==> src/rtl/ddr_tip_pkg.sv <==
// DDR training IP shared types and helpers.
// Phase vectors are indexed by DFI phase, bit 0 = p0.
package ddr_tip_pkg;
  localparam int NUM_PHASES = 4;

  typedef logic [NUM_PHASES-1:0] phase_t;

  localparam int DEF_LAT_CYC = 1;
  localparam int DEF_LAT_PH  = 0;

  function automatic int clog2(input int v);
    int r;
    r = 0;
    for (int i = 0; i < 31; i++)
      if ((1 << i) < v) r = i + 1;
    return r;
  endfunction

  function automatic logic [2:0] popcnt4(input phase_t v);
    return 3'(v[0]) + 3'(v[1]) + 3'(v[2]) + 3'(v[3]);
  endfunction
endpackage

==> src/rtl/phase_delay_line.sv <==
// Programmable phase-resolution delay: rotate by lat_ph with carry,
// then a cycle delay line with taps at lat_cyc and lat_cyc-1.
module phase_delay_line
  import ddr_tip_pkg::*;
#(
  parameter int  MAX_LAT = 16,
  localparam int LW      = clog2(MAX_LAT + 1)
) (
  input  logic          sclk,
  input  logic          srst_n,
  input  phase_t        din,
  input  logic [LW-1:0] lat_cyc,
  input  logic [1:0]    lat_ph,
  output phase_t        tap,
  output phase_t        tap_early
);
  logic [2*NUM_PHASES-1:0] rot;
  phase_t carry_q;
  phase_t din_rot;
  phase_t dl [1:MAX_LAT];

  assign rot     = {{NUM_PHASES{1'b0}}, din} << lat_ph;
  assign din_rot = rot[NUM_PHASES-1:0] | carry_q;

  always_ff @(posedge sclk) begin
    if (!srst_n) begin
      carry_q <= '0;
      for (int k = 1; k <= MAX_LAT; k++) dl[k] <= '0;
    end else begin
      carry_q <= rot[2*NUM_PHASES-1:NUM_PHASES];
      dl[1]   <= din_rot;
      for (int k = 2; k <= MAX_LAT; k++) dl[k] <= dl[k-1];
    end
  end

  // At latency 1 the lookahead only sees carried phases; the rest
  // would need the live input, which must not reach the outputs.
  always_comb begin
    tap       = '0;
    tap_early = carry_q;
    for (int k = 1; k <= MAX_LAT; k++)
      if (lat_cyc == LW'(k)) tap = dl[k];
    for (int k = 2; k <= MAX_LAT; k++)
      if (lat_cyc == LW'(k)) tap_early = dl[k-1];
  end
endmodule

==> src/rtl/dq_rd_gate_valid_gen.sv <==
// Read-path gate and DFI read-valid generation with latency shadowing
// and in-flight tracking; outputs decode from registered state only.
module dq_rd_gate_valid_gen
  import ddr_tip_pkg::*;
#(
  parameter int  IOG_DQS_LANES  = 9,
  parameter int  MAX_LAT_CYCLES = 16,
  parameter int  RD_CAPTURE_LAT = 2,
  localparam int LW = clog2(MAX_LAT_CYCLES + 1),
  localparam int CW = clog2(NUM_PHASES *
                      (MAX_LAT_CYCLES + RD_CAPTURE_LAT + 2) + 1)
) (
  input  logic                     sclk,
  input  logic                     srst_n,
  input  logic                     dfi_rddata_en_p0,
  input  logic                     dfi_rddata_en_p1,
  input  logic                     dfi_rddata_en_p2,
  input  logic                     dfi_rddata_en_p3,
  input  logic [LW-1:0]            rd_lat_cycles,
  input  logic [1:0]               rd_lat_phase,
  output logic [IOG_DQS_LANES-1:0] rd_gate_p0,
  output logic [IOG_DQS_LANES-1:0] rd_gate_p1,
  output logic [IOG_DQS_LANES-1:0] rd_gate_p2,
  output logic [IOG_DQS_LANES-1:0] rd_gate_p3,
  output logic                     dfi_rddata_valid_w0,
  output logic                     dfi_rddata_valid_w1,
  output logic                     dfi_rddata_valid_w2,
  output logic                     dfi_rddata_valid_w3,
  output logic                     rd_idle,
  output logic                     cfg_pending
);
  phase_t        en;
  phase_t        tap;
  phase_t        tap_early;
  phase_t        vld;
  phase_t        gate;
  phase_t        vp [RD_CAPTURE_LAT];
  logic [LW-1:0] cyc_c;
  logic [LW-1:0] sh_cyc;
  logic [LW-1:0] sh_cyc_d;
  logic [1:0]    sh_ph;
  logic [1:0]    sh_ph_d;
  logic [CW-1:0] inflight;
  logic          load;
  logic          pend_q;

  assign en = {dfi_rddata_en_p3, dfi_rddata_en_p2,
               dfi_rddata_en_p1, dfi_rddata_en_p0};

  always_comb begin
    cyc_c = rd_lat_cycles;
    if (rd_lat_cycles == '0)
      cyc_c = LW'(1);
    else if (rd_lat_cycles > LW'(MAX_LAT_CYCLES))
      cyc_c = LW'(MAX_LAT_CYCLES);
  end

  assign rd_idle  = (inflight == '0);
  assign load     = rd_idle && (en == '0);
  assign sh_cyc_d = load ? cyc_c : sh_cyc;
  assign sh_ph_d  = load ? rd_lat_phase : sh_ph;

  always_ff @(posedge sclk) begin
    if (!srst_n) begin
      sh_cyc <= LW'(DEF_LAT_CYC);
      sh_ph  <= 2'(DEF_LAT_PH);
      pend_q <= 1'b0;
    end else begin
      sh_cyc <= sh_cyc_d;
      sh_ph  <= sh_ph_d;
      pend_q <= (cyc_c != sh_cyc_d) || (rd_lat_phase != sh_ph_d);
    end
  end

  assign cfg_pending = pend_q;

  phase_delay_line #(
    .MAX_LAT   (MAX_LAT_CYCLES)
  ) u_dly (
    .sclk      (sclk),
    .srst_n    (srst_n),
    .din       (en),
    .lat_cyc   (sh_cyc),
    .lat_ph    (sh_ph),
    .tap       (tap),
    .tap_early (tap_early)
  );

  // vp[0] doubles as the previous-cycle tap for the p0 preamble
  always_ff @(posedge sclk) begin
    if (!srst_n) begin
      for (int k = 0; k < RD_CAPTURE_LAT; k++) vp[k] <= '0;
      inflight <= '0;
    end else begin
      vp[0] <= tap;
      for (int k = 1; k < RD_CAPTURE_LAT; k++) vp[k] <= vp[k-1];
      inflight <= inflight + CW'(popcnt4(en)) - CW'(popcnt4(vld));
    end
  end

  assign vld = vp[RD_CAPTURE_LAT-1];

  assign gate[0] = vp[0][3] | tap[0] | tap[1];
  assign gate[1] = tap[0] | tap[1] | tap[2];
  assign gate[2] = tap[1] | tap[2] | tap[3];
  assign gate[3] = tap[2] | tap[3] | tap_early[0];

  assign rd_gate_p0 = {IOG_DQS_LANES{gate[0]}};
  assign rd_gate_p1 = {IOG_DQS_LANES{gate[1]}};
  assign rd_gate_p2 = {IOG_DQS_LANES{gate[2]}};
  assign rd_gate_p3 = {IOG_DQS_LANES{gate[3]}};

  assign dfi_rddata_valid_w0 = vld[0];
  assign dfi_rddata_valid_w1 = vld[1];
  assign dfi_rddata_valid_w2 = vld[2];
  assign dfi_rddata_valid_w3 = vld[3];
endmodule

==> config.mk <==
export PLATFORM = sky130hd
export DESIGN_NAME = dq_rd_gate_valid_gen
export DESIGN_NICKNAME = d
export VERILOG_FILES = /design/src/rtl/ddr_tip_pkg.sv /design/src/rtl/phase_delay_line.sv /design/src/rtl/dq_rd_gate_valid_gen.sv
export SDC_FILE = /design/constraint.sdc
export NUM_CORES = 1
export LEC_CHECK = 0
export BUFFER_PORTS_ARGS = -buffer_cell sky130_fd_sc_hd__buf_4
export CAP_MARGIN = 40
export CELL_PAD_IN_SITES_DETAIL_PLACEMENT = 0
export CELL_PAD_IN_SITES_GLOBAL_PLACEMENT = 1
export CORE_UTILIZATION = 44
export CTS_CLUSTER_SIZE = 40
export DETAILED_ROUTE_END_ITERATION = 12
export PLACE_DENSITY_LB_ADDON = 0.1
export SLEW_MARGIN = 20
export SYNTH_ARGS = -nofsm -noshare
export SYNTH_HDL_FRONTEND = slang
export SYNTH_SLANG_ARGS = --single-unit
==> constraint.sdc <==
create_clock -name sclk -period 3.5 [get_ports sclk]
set_input_delay 0.175 -clock sclk [delete_from_list [all_inputs] [get_ports sclk]]
set_output_delay 0.175 -clock sclk [all_outputs]
set_load 0.005 [all_outputs]
# Word-level counts from Yosys, hierarchy flattened
# Memory sizes are Yosys's and may differ from the RTL's.
# Cells that the tools add are included.
dict set report word_totals {
  reg_bits 19
  latch_bits 0
  ramBits 72
  rom_bits 0
  in_bits 13
  mem_count 2
}
dict set report op_classes {
  add_sub_neg 8
  n_mul 0
  div_mod_pow 0
  magnitude_cmp 1
  eq_ne 18
  shift 1
  n_mux 55
  n_bitwise 27
  n_reduce_logical 5
}
# name words width read_ports rd_ports_with_merged_regs write_ports line
set mem_list {}
lappend mem_list {u_dly.dl 16 4 16 0 16 phase_delay_line.sv:20} ;# phase_t dl [1:MAX_LAT];
lappend mem_list {vp 2 4 2 0 2 dq_rd_gate_valid_gen.sv:37} ;# phase_t vp [RD_CAPTURE_LAT];
# operator count
set ops {}
lappend ops {{two-way mux 4 bit} 34}
lappend ops {{equality test 5 x 4 -> 1 bit, second input constant} 8}
lappend ops {{OR 1 bit} 26}
lappend ops {{equality test 5 x 3 -> 1 bit, second input constant} 4}
lappend ops {{two-way mux 1 bit} 17}
lappend ops {{two-way mux 5 bit} 3}
lappend ops {{equality test 5 x 2 -> 1 bit, second input constant} 2}
lappend ops {{left shift 4 x 2 -> 8 bit} 1}
lappend ops {{adder 7 x 3 -> 7 bit} 1}
lappend ops {{zero test 7 bit} 1}
lappend ops {{subtractor 7 x 3 -> 7 bit} 1}
lappend ops {{adder 2 x 1 -> 3 bit} 2}
lappend ops {{adder 3 x 1 -> 3 bit} 2}
lappend ops {{equality test 5 x 1 -> 1 bit, second input constant} 1}
lappend ops {{equality test 5 bit, second input constant} 1}
lappend ops {{greater-than comparator 5 bit, second input constant} 1}
lappend ops {{zero test 5 bit} 1}
lappend ops {{!= test 5 bit} 1}
lappend ops {{adder 1 x 1 -> 2 bit} 2}
lappend ops {{zero test 4 bit} 1}
lappend ops {{OR 4 bit} 1}
lappend ops {{two-way mux 2 bit} 1}
lappend ops {{!= test 2 bit} 1}
lappend ops {{logical AND 1 bit} 1}
lappend ops {{logical OR 1 bit} 1}

# Depth between registers and ports, before layout
# Gate-level depths: netlist (run 1).
dict set report logic_depth {
  ltp_word 19
  mapped_depth 13
  depth_no_buf 13
}

# Cells and area by module
# Synthesis (run 1) repeated with hierarchy kept, for this count alone.
dict set report hier_totals {
  hier_cells 567
  area_unflattened_um2 5022.3
}
# mod n_inst cells_each area_each_um2 seq_area_each_um2
set modules_own_cells {}
lappend modules_own_cells {phase_delay_line 1 400 3507.1 1341.3}
lappend modules_own_cells {dq_rd_gate_valid_gen 1 167 1515.2 460.4}

# Worst setup path after synthesis (run 1)
# No wires, ideal clock.
dict set report synth_path {
  path_kind {register to register}
  startpoint {mem vp[0][5] (netlist name)}
  endpoint {reg inflight[5]}
  arrival_ps 2830
  required_ps 3385
  path_slack_ps 555
  path_stages_with_launch 14
  period_less_slack_ps 2945
  path_cell_list {dfxtp_1 -> inv_1 -> fa_1 -> fa_1 -> inv_1 -> fa_1 -> inv_1 -> ha_1 -> inv_1 -> fa_1 -> nor2b_1 -> nor3b_1 -> xnor2_1 -> and2_1}
}
# element line
set synth_lines {}
lappend synth_lines {{from (decl)} dq_rd_gate_valid_gen.sv:37}
lappend synth_lines {{to (signal assigned)} dq_rd_gate_valid_gen.sv:97} ;# inflight <= inflight + CW'(popcnt4(en)) - CW'(popcnt4(vld));
lappend synth_lines {{to (decl)} dq_rd_gate_valid_gen.sv:43} ;# logic [CW-1:0] inflight;

# Worst setup path after layout (run 1)
dict set report layout_path {
  startpoint {reg sh_cyc[1]}
  endpoint {out rd_gate_p2[6]}
}
dict set report layout_between {
  elab_chain_cells 19
}
# element line
set layout_rtl {}
lappend layout_rtl {{from (decl)} dq_rd_gate_valid_gen.sv:39} ;# logic [LW-1:0] sh_cyc;
lappend layout_rtl {{from (signal assigned)} dq_rd_gate_valid_gen.sv:65} ;# sh_cyc <= LW'(DEF_LAT_CYC);
lappend layout_rtl {{from (signal assigned)} dq_rd_gate_valid_gen.sv:69} ;# sh_cyc <= sh_cyc_d;
lappend layout_rtl {{equality test 5 x 1 -> 1 bit} phase_delay_line.sv:42} ;# if (lat_cyc == LW'(k)) tap = dl[k];
lappend layout_rtl {{two-way mux 4 bit (15 in a row)} phase_delay_line.sv:42}
lappend layout_rtl {{two-way mux 4 bit (*)} phase_delay_line.sv:42}
lappend layout_rtl {{OR 1 bit} dq_rd_gate_valid_gen.sv:105} ;# assign gate[2] = tap[1] | tap[2] | tap[3];
lappend layout_rtl {{OR 1 bit (*)} dq_rd_gate_valid_gen.sv:105}
lappend layout_rtl {{to (decl)} dq_rd_gate_valid_gen.sv:23} ;# output logic [IOG_DQS_LANES-1:0] rd_gate_p2,
# Mark *: on every way between the ends. The rest lies on a longest branch, timed or not.

==> reports/results.tsv, run 1 <==
stage	metric	value	unit
placement	dp_slack	406	ps
cells_and_area	diodes	0	
clock_tree	h-tree-depth	3	
drt	ant_nets	0	
power_and_ir_drop	p_int	1.91	mW
clock_tree	hold_buffers	0	
yosys	synthTopCellsByArea	dfxtp_1 40%, and2_1 9.6%, buf_4 5.4%	
worst_setup_path	crit_type	reg2out	
drt	vias	3419	
min_path	hold_path_class	in2reg	
drt	firstDrtPassIters	5	
global_routing	grt_overflow	0	
flow_run	drv_cap	0	
yosys	ys_seq_area_frac	0.395	
cells_and_area	drive_gt1_frac	0.179	
placement	numPortBuffers	54	
power_and_ir_drop	clockPowerShare	0.318	
clock_tree	clock_latency	370	ps
timing	grt_setup_unrepaired	false	
timing	period_share	0.919	
cells_and_area	n_fill_cell	942	
floorplan	boundaryPins	55	
clock_tree	cts_tree	built	
yosys	synth-edff-count	0	
power_and_ir_drop	cellPowerDensity	523	nW/µm²
clock_tree	numCtsBuffers	9	
timing	max_slew.worst_pin.slew	682	ps
drt	drc	0	
timing	hold_viol_final	0	
floorplan	fp-row-count	36	
yosys	synth_async_sr_flop_share	0	
yosys	syn_inst	502	
timing	max_freq	0.311	GHz
power_and_ir_drop	seq_power_share	0.420	
clock_tree	cts_setup_buffers	0	
clock_tree	clkSlewWorstSetupHoldPaths	80	ps
drt	wl_per_cell	15.1	µm
power_and_ir_drop	ir_drop	0.417	mV
floorplan	start_util	0.460	
worst_setup_path	end_kind	output pin	
floorplan	dieArea	10800	µm²
floorplan	fp.dieW	104	µm
yosys	ys_warn_count	0	
outcome	status	completed	
clock_tree	clockBufferDepth	2	
clock_tree	post_cts_resized	0	
timing	layout_setup_ws	283	ps
yosys	post-synth-top-area-fraction	0.395	
cells_and_area	final_area	5050	µm²
placement	gp_congestion	0.762	
timing	slew_violations	0	
drt	wl	9.88	mm
yosys	synth-main-ff-cell	dfxtp_1	
global_routing	antenna_found_initial	0	
worst_setup_path	crit_required	3320	ps
timing	setup_viol	0	
global_routing	gr-usage-all-layers	0.192	
yosys	ys_seq_elements	90	
yosys	yosysUniqueCellTypes	64	
power_and_ir_drop	p_leak	2.05	nW
placement	place_area	4820	µm²
floorplan	core_area	9910	µm²
cells_and_area	area_growth_syn_to_layout	10.9	%
drt	drtIter0Drc	156	
cells_and_area	final_nets	543	
floorplan	dieHeight	104	µm
worst_setup_path	critPathLaunchType	register	
yosys	yosysTopAreaCell	dfxtp_1	
power_and_ir_drop	switchingPower	733	µW
min_path	min_from	dfi_rddata_en_p3	
clock_tree	ctsRootBufferMaster	clkbuf_8	
timing	relSlewSlack	0.545	
worst_setup_path	path_max_fanout	15	
global_routing	grt_pass1_wl	16.4	mm
yosys	syn_avg_cell_area	9.07	µm²
global_routing	grt_pass1_vias	3202	
placement	hpwl	6.88	mm
power_and_ir_drop	combPwrFrac	0.261	
power_and_ir_drop	p_total	2.64	mW
drt	via_per_inst	5.24	
power_and_ir_drop	switching_share	0.277	
timing	finClkSkew	6.79	ps
yosys	syn_nets	530	
worst_setup_path	timing.rr.start	vp[0][5]	
timing	min_period	3220	ps
worst_setup_path	critical_path.startpoint	sh_cyc[1]	
global_routing	grt_max_degree	90	
worst_setup_path	crit_arrival	3040	ps
clock_tree	cts_sinks	90	
timing	fin_tns_setup	0	ps
yosys	syn_area	4560	µm²
registers in the layout, indices dropped and copies added (netlist names):
register and flops:
sh_ph 2, sh_cyc 5, u_dly.dl 64, vp 8, u_dly.carry_q 3, inflight 7, cfg_pending 1
Yosys cell counts (3+ instances only):
cell type  number
o21ai_0        13
o21a_1          6
ha_1            8
nand2_1        15
mux2i_1        14
dfxtp_1        90
nor3b_1         4
buf_4          33
nor2b_1        18
nand4b_1        3
o211a_1         3
nor4_1          3
buf_2          15
a31oi_1         3
and3_1          3
a21oi_1        21
o22ai_1         5
fa_1            7
nand2b_1       11
and2_1         70
clkbuf_1       11
a211oi_1        6
or3_1           3
o221ai_1        4
xnor2_1         6
nor3_1          7
nor2_1         31
inv_1          28
nand3b_1        7
a32oi_1         3
final timing paths:
check / endpoint / slack, ps / depth (start not counted)
worst max-delay path: rd_gate_p2[6] / 280 / 8
worst min-delay path: u_dly.carry_q[2] / 70 / 3
worst max register to register: inflight[5] / 390 / 13
worst min register to register: u_dly.dl[5][0] / 450 / 1
stage by stage:
step	cells	hold WS, ps	utilization
2_1_floorplan	502	298	-
3_3_place_gp	637	430	0.486
3_5_place_dp	637	424	0.486
4_1_cts	653	71.0	0.509
5_1_grt	653	81.5	0.510
6_report	653	73.7	0.510
cell usage in the layout (no fill, tap or decap), drive strengths merged, types with 5 or more instances in the layout:
cell / Yosys / layout
nor3: 8 / 8
nand3b: 7 / 7
o21a: 6 / 6
clkbuf: 11 / 10
buf: 52 / 65
and2: 70 / 70
inv: 28 / 28
ha: 8 / 8
nand2: 15 / 15
fa: 7 / 7
nand2b: 11 / 11
a21oi: 21 / 21
a211oi: 6 / 6
o21ai: 13 / 13
nor2: 32 / 32
nor2b: 18 / 18
nor3b: 6 / 6
mux2i: 14 / 14
o22ai: 5 / 5
xnor2: 6 / 6
dfxtp: 90 / 90
routing by layer:
metal  GRT usage  wire length (µm)  vias to the layer above
li1            -                 -                     1701
met1       0.263              4870                     1635
met2       0.301              4490                       71
met3      0.0296               346                       12
met4      0.0786               170                        0
met5           0                 0                        -
power groups by stage:
stage          Clock [mW]  Combinational, mW  Sequential (mW)
3_5_place_dp            0              0.699             1.13
3_3_place_gp            0              0.685             1.13
4_1_cts             0.861              0.704             1.11
5_1_grt             0.895              0.798             1.12
2_1_floorplan           0              0.555             1.12
6_report            0.841              0.691             1.11
layout make-up:
type / count / area (µm²) / share of cell area
inverters: 28 / 105 / 0.0208
flip-flops and latches: 90 / 1800 / 0.357
multi-input cells: 321 / 2250 / 0.446
clock inverters: 6 / 105 / 0.0208
well taps: 133 / 166 / 0.0329
clock buffers: 10 / 128 / 0.0253
repair buffers: 65 / 488 / 0.0966
worst max-delay path, stage by stage, from the launching register on:
cell      delay [ps]
dfxtp_1          670
buf_4            260
nor4b_1          430
o21a_1           200
o32ai_1           80
a311oi_1         370
nor2_1           190
nand3b_1         300
buf_4            180
logic make-up (layout without fill, tap and decap cells):
family | after synthesis | after routing | share of synthesized area
buffers and inverters | 91 | 109 | 0.110
AO/OA/AOI/OAI | 88 | 88 | 0.133
multiplexers | 17 | 17 | 0.0406
flip-flops | 90 | 90 | 0.395
XOR/XNOR | 6 | 6 | 0.0115
AND/OR/NAND/NOR | 195 | 195 | 0.257
adder cells (fa/ha/maj) | 15 | 15 | 0.0527
Note: power is estimated with default switching activity, not from simulation.
==> inputs of run 2 (changes only) <==
CORE_UTILIZATION = 45   (was 44)
SYNTH_HIERARCHICAL = 1   (was not set)
==> reports/results.tsv, run 2 <==
stage	metric	value	unit	change
global_routing	antenna_found_initial	0		unchanged
global_routing	grt_overflow	0		unchanged
clock_tree	clockBufferDepth	2		unchanged
timing	min_period	3330	ps	was 3220 ps
clock_tree	clkSlewWorstSetupHoldPaths	90	ps	was 80 ps
placement	dp_slack	212	ps	was 406 ps
floorplan	dieHeight	103	µm	was 104 µm
drt	ant_nets	0		unchanged
clock_tree	cts_tree	built		unchanged
cells_and_area	final_nets	547		was 543
worst_setup_path	critPathLaunchType	register		unchanged
worst_setup_path	cp_slowest_stage_delay	470	ps	was 670 ps
global_routing	grt_pass1_wl	15.8	mm	was 16.4 mm
floorplan	dieArea	10600	µm²	was 10800 µm²
worst_setup_path	path_cells	buf_4, or2_2, o22ai_1, o221ai_1, nor4_2, nor2_1, or3_1, buf_4		was buf_4, nor4b_1, o21a_1, o32ai_1, a311oi_1, nor2_1, nand3b_1, buf_4
timing	slew_violations	0		unchanged
cells_and_area	largestRegisters	u_dly/dl x64, vp x8, inflight x7		was u_dly.dl x64, vp x8, inflight x7
outcome	status	completed		unchanged
yosys	ys_warn_count	6		was 0
worst_setup_path	crit_type	reg2out		unchanged
cells_and_area	layout_commonest_cell	dfxtp_1		unchanged
cells_and_area	most-common-layout-cells	89 x dfxtp_1, 74 x and2_1, 70 x buf_4		was 88 x dfxtp_1, 70 x and2_1, 65 x buf_4
global_routing	grt_pass1_vias	3030		was 3202
worst_setup_path	cpMostUsedCell	buf_4		unchanged
yosys	syn_nets	533		was 530
timing	layout_setup_ws	174	ps	was 283 ps
cells_and_area	diodes	0		unchanged
yosys	syn_inst	505		was 502
drt	via_per_inst	5.19		was 5.24
drt	vias	3411		was 3419
clock_tree	cts_sinks	90		unchanged
timing	finClkSkew	11.5	ps	was 6.79 ps
cells_and_area	regArea	1800	µm²	about the same
placement	numPortBuffers	54		unchanged
global_routing	gr-usage-all-layers	0.196		was 0.192
clock_tree	numCtsBuffers	9		unchanged
clock_tree	clock_latency	370	ps	about the same
cells_and_area	n_fill_cell	928		was 942
timing	setup_viol	0		unchanged
floorplan	core_area	9860	µm²	was 9910 µm²
yosys	syn_avg_cell_area	9.12	µm²	was 9.07 µm²
clock_tree	ctsRootBufferMaster	clkbuf_8		unchanged
flow_run	drv_cap	0		unchanged
timing	fin_tns_setup	0	ps	unchanged
floorplan	fp-row-count	36		unchanged
power_and_ir_drop	p_leak	2.13	nW	was 2.05 nW
placement	gp_congestion	0.795		was 0.762
cells_and_area	largest_register	u_dly/dl		was u_dly.dl
drt	drtIter0Drc	202		was 156
yosys	syn_area	4600	µm²	was 4560 µm²
worst_setup_path	crit_required	3320	ps	about the same
worst_setup_path	critPathSlowestCell	dfxtp_1		unchanged
timing	max_slew.worst_pin.slew	634	ps	was 682 ps
drt	firstDrtPassIters	4		was 5
power_and_ir_drop	cellPowerDensity	520	nW/µm²	was 523 nW/µm²
cells_and_area	area_growth_syn_to_layout	11.7	%	was 10.9%
min_path	hold_path_class	in2reg		unchanged
power_and_ir_drop	ir_drop	0.423	mV	was 0.417 mV
worst_setup_path	path_max_fanout	12		was 15
drt	wl_per_cell	14.9	µm	was 15.1 µm
worst_setup_path	crit_arrival	3150	ps	was 3040 ps
drt	drc	0		unchanged
drt	wl	9.82	mm	was 9.88 mm
worst_setup_path	end_kind	output pin		unchanged
cells_and_area	multi_input_area	2300	µm²	was 2250 µm²
timing	relSlewSlack	0.577		was 0.545
floorplan	boundaryPins	55		unchanged
timing	period_share	0.950		was 0.919
cells_and_area	largest_register_ffs	64		unchanged
floorplan	fp.dieW	103	µm	was 104 µm
placement	hpwl	6.97	mm	was 6.88 mm
cells_and_area	drive_gt1_frac	0.208		was 0.179
timing	max_freq	0.301	GHz	was 0.311 GHz
clock_tree	cts_setup_buffers	0		unchanged
timing	grt_setup_unrepaired	false		unchanged
timing	hold_viol_final	0		unchanged
clock_tree	h-tree-depth	3		unchanged
global_routing	grt_max_degree	80		was 90
timing	holdWs	57.1	ps	was 73.7 ps
floorplan	start_util	0.467		was 0.460
-- run 2: worst max-delay path, delay by kind of cell (launching register included) --
family	cells	cell delay (ps)
simple gates	4	1430
flops	1	470
compound gates	2	440
buf+inv	2	430
-- run 2: repair_timing --
item / CTS / global route
setup endpoints to repair: 27 / 19
hold endpoints to repair: 0 / 0
pin swaps: 0 / 1
gates cloned: 0 / 0
resized for setup: 2 / 3
hold buffers: 0 / 0
-- run 2: cell type report --
type	count	area share
clock inverter	6	0.0221
multi-input combinational	322	0.447
sequential	90	0.351
clock buffer	10	0.0268
timing repair buffer	70	0.102
tap	133	0.0324
inverter	26	0.0190
-- run 2: per-stage QoR --
step / total power, mW / instances / utilization / area (µm²)
detailed placement: 1.82 / 641 / 0.494 / 4870
global placement: 1.81 / 641 / 0.494 / 4870
floorplan: 1.67 / 505 / - / 4600
finish: 2.67 / 657 / 0.521 / 5140
CTS: 2.69 / 657 / 0.520 / 5130
global route: 2.85 / 657 / 0.521 / 5140
-- run 2: per-layer routing --
layer,up-vias,global-route usage,share of wire
li1,1706,-,-
met5,-,0,0
met1,1607,0.282,0.50
met2,87,0.295,0.44
met3,11,0.0264,0.042
met4,0,0.0813,0.016
-- run 2: worst paths after layout --
| check | start | to | slack [ps] | cells after the start |
|---|---|---|---|---|
| max | sh_cyc[0] | rd_gate_p0[0] | 170 | 8 |
| min | dfi_rddata_en_p3 | u_dly/carry_q[2] | 60 | 3 |
| max reg2reg | vp[0][5] | inflight[5] | 220 | 11 |
| min reg2reg | vp[0][0] | vp[0][4] | 440 | 1 |
-- run 2: power by group --
group	leakage [nW]	internal (mW)	switching [mW]
Sequential	0.731	1.08	0.0352
Clock	0.119	0.495	0.378
Combinational	1.29	0.348	0.341
